### src/rtl/regwrite_tracer.sv
// Passive tracer on the regfile write port: captures non-r0 writes into a FWFT FIFO drained over valid/ready.
// Optional macro REGWRITE_TRACER_STAMP_EN adds a free-running 16-bit cycle stamp per entry (out_stamp).
module regwrite_tracer #(
    parameter int DEPTH  = 16,
    parameter int ADDR_W = 4
) (
    input  logic              clock,
    input  logic              reset,
    input  logic              sample_en,
    input  logic              ctrl_writeEnable,
    input  logic [4:0]        ctrl_writeReg,
    input  logic [31:0]       data_writeReg,
    input  logic              clear,
    output logic              out_valid,
    input  logic              out_ready,
    output logic [4:0]        out_reg,
    output logic [31:0]       out_data,
    output logic [ADDR_W:0]   count,
    output logic              overflow,
`ifdef REGWRITE_TRACER_STAMP_EN
    output logic [15:0]       out_stamp,
`endif
    output logic [7:0]        drop_count
);

`ifdef REGWRITE_TRACER_STAMP_EN
    localparam int ENTRY_W = 53;
`else
    localparam int ENTRY_W = 37;
`endif

    logic [ENTRY_W-1:0] mem [DEPTH];
    logic [ADDR_W-1:0]  wr_ptr_reg;
    logic [ADDR_W-1:0]  rd_ptr_reg;
    logic [ADDR_W:0]    count_reg;
    logic               overflow_reg;
    logic [7:0]         drop_count_reg;

    logic               cap;
    logic               empty;
    logic               full;
    logic               pop;
    logic               push;
    logic               drop;
    logic [ENTRY_W-1:0] wr_entry;
    logic [ENTRY_W-1:0] head;

`ifdef REGWRITE_TRACER_STAMP_EN
    logic [15:0] stamp_cnt_reg;

    // Free-running; only reset clears it, a flush does not
    always_ff @(posedge clock or posedge reset) begin
        if (reset) begin
            stamp_cnt_reg <= '0;
        end else begin
            stamp_cnt_reg <= stamp_cnt_reg + 16'd1;
        end
    end

    assign wr_entry = {stamp_cnt_reg, ctrl_writeReg, data_writeReg};
`else
    assign wr_entry = {ctrl_writeReg, data_writeReg};
`endif

    always_comb begin
        cap   = sample_en & ctrl_writeEnable & (ctrl_writeReg != 5'd0);
        empty = (count_reg == '0);
        full  = (count_reg == (ADDR_W+1)'(DEPTH));
        pop   = ~empty & out_ready;
        // A pop in the same cycle frees a slot, so a full FIFO can still accept
        push  = cap & (~full | pop);
        drop  = cap & full & ~pop;
    end

    always_ff @(posedge clock or posedge reset) begin
        if (reset) begin
            wr_ptr_reg     <= '0;
            rd_ptr_reg     <= '0;
            count_reg      <= '0;
            overflow_reg   <= 1'b0;
            drop_count_reg <= '0;
        end else if (clear) begin
            wr_ptr_reg     <= '0;
            rd_ptr_reg     <= '0;
            count_reg      <= '0;
            overflow_reg   <= 1'b0;
            drop_count_reg <= '0;
        end else begin
            if (push) begin
                wr_ptr_reg <= wr_ptr_reg + ADDR_W'(1);
            end
            if (pop) begin
                rd_ptr_reg <= rd_ptr_reg + ADDR_W'(1);
            end
            case ({push, pop})
                2'b10:   count_reg <= count_reg + (ADDR_W+1)'(1);
                2'b01:   count_reg <= count_reg - (ADDR_W+1)'(1);
                default: count_reg <= count_reg;
            endcase
            if (drop) begin
                overflow_reg <= 1'b1;
                if (drop_count_reg != 8'hFF) begin
                    drop_count_reg <= drop_count_reg + 8'd1;
                end
            end
        end
    end

    // Storage carries no reset; contents are masked by count when empty
    always_ff @(posedge clock) begin
        if (push & ~clear) begin
            mem[wr_ptr_reg] <= wr_entry;
        end
    end

    always_comb begin
        head      = mem[rd_ptr_reg];
        out_valid = ~empty;
        out_reg   = empty ? 5'd0  : head[36:32];
        out_data  = empty ? 32'd0 : head[31:0];
`ifdef REGWRITE_TRACER_STAMP_EN
        out_stamp = empty ? 16'd0 : head[52:37];
`endif
    end

    assign count      = count_reg;
    assign overflow   = overflow_reg;
    assign drop_count = drop_count_reg;

endmodule

### config.mk
export PLATFORM = sky130hd
export DESIGN_NAME = regwrite_tracer
export DESIGN_NICKNAME = d
export VERILOG_FILES = /design/src/rtl/regwrite_tracer.sv
export SDC_FILE = /design/constraint.sdc
export NUM_CORES = 1
export LEC_CHECK = 0
export BUFFER_PORTS_ARGS = -buffer_cell sky130_fd_sc_hd__clkbuf_2
export CAP_MARGIN = 25
export CORE_AREA = 2 2 213 194
export DETAILED_ROUTE_END_ITERATION = 10
export DIE_AREA = 0 0 215 196
export PLACE_DENSITY = 0.78
export SETUP_SLACK_MARGIN = 0.3
export SYNTH_ARGS = -nofsm -noshare
export SYNTH_HDL_FRONTEND = slang
export SYNTH_SLANG_ARGS = --single-unit
### constraint.sdc
create_clock -name clock -period 7.7 [get_ports clock]
set_clock_uncertainty 0.05 [all_clocks]
set_input_delay 1.925 -clock clock [delete_from_list [all_inputs] [get_ports clock]]
set_output_delay 1.925 -clock clock [all_outputs]
set_load 0.01 [all_outputs]
# Word-level counts from Yosys, hierarchy flattened
# Memory sizes are Yosys's and may differ from the RTL's.
# Cells that the tools add are included.
[word_totals]
n_memories = 1
reg_bits = 22
ramBits = 592
output_inout_bits = 52
input_bits = 43
word_cells = 50
[classes]
n_reduce_logical = 8
bitwise = 12
n_mux = 15
addsub = 5
eq_ne = 4
[mem_list]
columns = ["memory", "depth", "width", "read_ports", "rd_clocked_by_memory_dff", "wr", "line_no", "source"]
rows = [
  ["mem", 16, 37, 1, 0, 1, "32", "logic [ENTRY_W-1:0] mem [DEPTH];"],
]
[op_table]
columns = ["operator", "count"]
rows = [
  ["$mux 32", 1],
  ["$mux 8", 3],
  ["$mux 4", 4],
  ["$mux 5", 2],
  ["$pmux 5 s2", 1],
  ["$add 4x1->4 const B", 2],
  ["$add 8x1->8 const B", 1],
  ["$ne 8x8->1 const B", 1],
  ["$reduce_bool 2->1", 4],
  ["$and 1x1->1", 7],
  ["$add 5x1->5 const B", 1],
  ["$eq 5x5->1 const B", 1],
  ["$logic_not 5->1", 1],
  ["$reduce_bool 5->1", 1],
  ["$sub 5x1->5 const B", 1],
  ["$mux 1", 4],
  ["$not 1->1", 4],
  ["$reduce_bool 3->1", 1],
  ["$eq 2x1->1 const B", 1],
  ["$eq 2x2->1 const B", 1],
  ["$reduce_and 2->1", 1],
  ["$or 1x1->1", 1],
]

# Depth between registers and ports, before layout
[logic_depth]
ltp_word = 8
mapped_depth = 10
mapped_depth_nobuf = 10

# Worst setup path before layout
# No wires, ideal clock.
[synth_timing]
kind = "input port to flip-flop"
start = "input port out_ready"
end = "memory mem[12][0], enable pin"
arrival_time_ns = 4.241
setup_ns = 0.431
t_required_ns = 7.219
path_buffers = 1
cell_stages = 5
path_slack_ns = 2.977
path_cell_list = "clkbuf_1 -> nor3b_1 -> nor2_1 -> nand2_1 -> nor2_1"
[synth_between]
elab_chain_cells = 6
[synth_lines]
columns = ["item", "line_no", "source"]
rows = [
  ["start: declaration", "15", "input logic out_ready,"],
  ["$and 1x1->1", "69", "pop = ~empty & out_ready;"],
  ["$or 1x1->1", "71", "push = cap & (~full | pop);"],
  ["$and 1x1->1", "71", ""],
  ["$and 1x1->1", "111", "if (push & ~clear) begin"],
  ["$mux 1", "111", ""],
  ["$mux 1 (not written as such)", "112", "mem[wr_ptr_reg] <= wr_entry;"],
  ["end: declaration", "32", ""],
]
# Every way passes these cells.

# Worst setup path in the final report
[layout_timing]
start = "register rd_ptr_reg[0]"
end = "output port out_data[2]"
[layout_between]
elab_chain_cells = 2
[layout_lines]
columns = ["item", "line_no", "source"]
rows = [
  ["start: declaration", "34", "logic [ADDR_W-1:0] rd_ptr_reg;"],
  ["start signal: assignment", "93", "rd_ptr_reg <= rd_ptr_reg + ADDR_W'(1);"],
  ["$mem_v2 16x37", "n/a", ""],
  ["$mux 32", "120", "out_data = empty ? 32'd0 : head[31:0];"],
  ["end: declaration", "17", "output logic [31:0] out_data,"],
]
# Every way passes these cells.

==> run metrics <==
final layout net count=1239; core region area=40100 um2; # setup viols final=0; Tmin final=5170 ps; dpl hpwl=24.8 mm; prevailing post-synth register cell=edfxtp_1; clk root buf=clkbuf_16; XOR/XNOR share of the synthesized area=0.00480; final worst path period share=0.672; largest fanout on the critical path=45; largest net degree at the start of global routing=122; crit end category=primary output; Synth Warn #=0; global-route wire length before repair=74.1 mm; clock sink count=614; CP Class=register to primary output; reg2reg path depth=6; Die Height=196 um; Worst Hold Class=register to register; H-tree Lvls=2; post-synthesis compound-gate area fraction=0.0153; CTS buffer count=58; Post-synth EDFFs=592; Startpoint Class=register; Final GP Congestion=0.746; Seq/Total Area, Yosys=0.773; largest family of logic cells by synthesized area=multiplexers; Hold Violations, Final=0; fin. max-slew vios=0; Detailed Route WL=49.5 mm; antenna-violating nets left=0; worst r2r src=count[0]$_DFFE_PP0P_; CTS Buffer Depth=3; most common cell after layout, fill and taps aside=edfxtp_1; vias in the first global route=11500; Max Clk Rate=193 MHz; Mapped Area=23700 um2; Die ar.=42100 um2; peak supply drop=0.217 mV; Die Wd=215 um; post-layout util=0.672; HP Start=overflow$_DFFE_PP0P_; post-synthesis mux area share=0.174; Initial Util=0.591; initial antenna violation count=3; Avg Synthesized Cell Area=22.3 um2; cell leakage power=8.40 nW; share of cells above drive strength 1=0.307; Resize count post-CTS=0; DR vias/cell=6.33; CTS tree=built; Starting DRT DRC Count=1215; worst slew pin tran=917 ps; slew margin rel.=0.389; ys async rst share=0.0358; Avg WL per Cell=28.0 um; post-route setup TNS=0 ps; Post-Synth Simple-Gate Area=0.0170; GRT Util Overall=0.243; Worst Hold End=overflow$_DFFE_PP0P_; GR Layer Usage met1=0.345; hold buffers post-CTS=0; R2R Path End=mem[0][14]$_DFFE_PP_; Hold Path Cell Cnt=2; Adder-Cell Fraction of Synth Area=0.00559; FF-to-FF setup slack=4570 ps; most frequent cells in the layout=592 x edfxtp_1, 148 x mux4_2, 94 x clkbuf_2; max reg flops=592; Setup Buffers After CTS=0; drt pass-1 iters=5; Syn-to-layout area delta=13.6%; Clk Latency, worst-skew pair=600 ps; Cells after Synth=1062; GRT overflow=0; Rows=70; MaxCap Viol Count=0; status=finished, final reports clean; Top Usage Layer GRT=met2; routing usage on met2=0.403; Yosys cell types=41; Buffers on Ports=94; Clock transition at path regs=60 ps; Synth Register Bits=614; Layout fillers=2508; DR vias=11200; Syn Nets=1115; boundary pin count=95; routing usage on met3=0.0369; # DRC=0; required time worst endpoint=5730 ps; unrepaired setup endpoints after global routing=false; power density over cell area=294 nW/um2; data arrival time of the critical path=3200 ps
## cells in the mapped netlist (3+ instances only)
master	number	area share
a21oi_1	8	0.0017
buf_1	7	0.0011
buf_2	15	0.0032
clkbuf_1	32	0.0051
dfrtp_1	22	0.023
edfxtp_1	592	0.75
ha_1	9	0.0047
inv_1	6	0.00095
mux2i_1	78	0.033
mux4_2	148	0.14
nand2_1	13	0.0021
nand2b_1	4	0.0011
nand3_1	3	0.00063
nand4_1	3	0.00079
nor2_1	41	0.0065
o22ai_1	37	0.0098
xnor2_1	8	0.0030
xor2_1	5	0.0018
## kinds of logic after synthesis
logic type | count (synthesis)
flip-flops | 614
buffers and inverters | 60
adder cells (fa/ha/maj) | 10
multiplexers | 228
AND/OR/NAND/NOR | 82
AO/OA/AOI/OAI | 55
XOR/XNOR | 13
## metal layers
layer  vias to the layer above  part of all wire  wire (um)
li1                       4707                 -          -
met1                      5986              0.40      20000
met2                       438              0.51      25100
met3                        72             0.069       3400
met4                         2             0.020        977
met5                         -           0.00026         13
## final cells by class
| cell class | count | area, um2 | area share |
|---|---|---|---|
| clock buffer | 67 | 1510 | 0.0559 |
| sequential | 614 | 18300 | 0.681 |
| timing repair buffer | 118 | 728 | 0.0270 |
| multi-input combinational | 388 | 5280 | 0.196 |
| tap | 540 | 676 | 0.0251 |
| antenna | 1 | 2.50 | 0.0000929 |
| clock inverter | 37 | 393 | 0.0146 |
| inverter | 6 | 22.5 | 0.000836 |
## where the power goes
part	total, W	switching [W]	leakage [nW]	internal (W)
clock	0.00285	0.00119	0.927	0.00166
sequential	0.00374	0.0000560	5.62	0.00369
combinational	0.00134	0.000725	1.85	0.000612
total	0.00793	0.00197	8.40	0.00596
## worst max path at each step
stage	start	end	slack [ps]
4_1_cts	rd_ptr_reg[0]$_DFFE_PP0P_	out_data[13]	2470
2_1_floorplan	out_ready	mem[12][0]$_DFFE_PP_	2980
5_1_grt	rd_ptr_reg[0]$_DFFE_PP0P_	out_data[2]	2340
3_3_place_gp	ctrl_writeReg[3]	mem[9][14]$_DFFE_PP_	2800
3_5_place_dp	ctrl_writeReg[3]	mem[1][20]$_DFFE_PP_	2870
6_report	rd_ptr_reg[0]$_DFFE_PP0P_	out_data[2]	2530
## critical path: stages, from the launching register on
cell      delay [ps]
dfrtp_4          720
buf_16           310
buf_12           370
mux4_2           560
mux2i_1          190
o22ai_1          170
clkbuf_2         200
## stage by stage
| stage | area (um2) | hold slack [ps] | worst slack, ps | instances | total power [W] |
|---|---|---|---|---|---|
| 5_1_grt | 26900 | 516 | 2340 | 1771 | 0.00820 |
| 3_3_place_gp | 25000 | 433 | 2800 | 1664 | 0.00513 |
| 2_1_floorplan | 23700 | 485 | 2980 | 1062 | 0.00470 |
| 4_1_cts | 26900 | 469 | 2470 | 1770 | 0.00798 |
| 3_5_place_dp | 25000 | 455 | 2870 | 1666 | 0.00516 |
| 6_report | 26900 | 473 | 2530 | 1771 | 0.00793 |
Note: power is estimated with default switching activity, not from simulation.
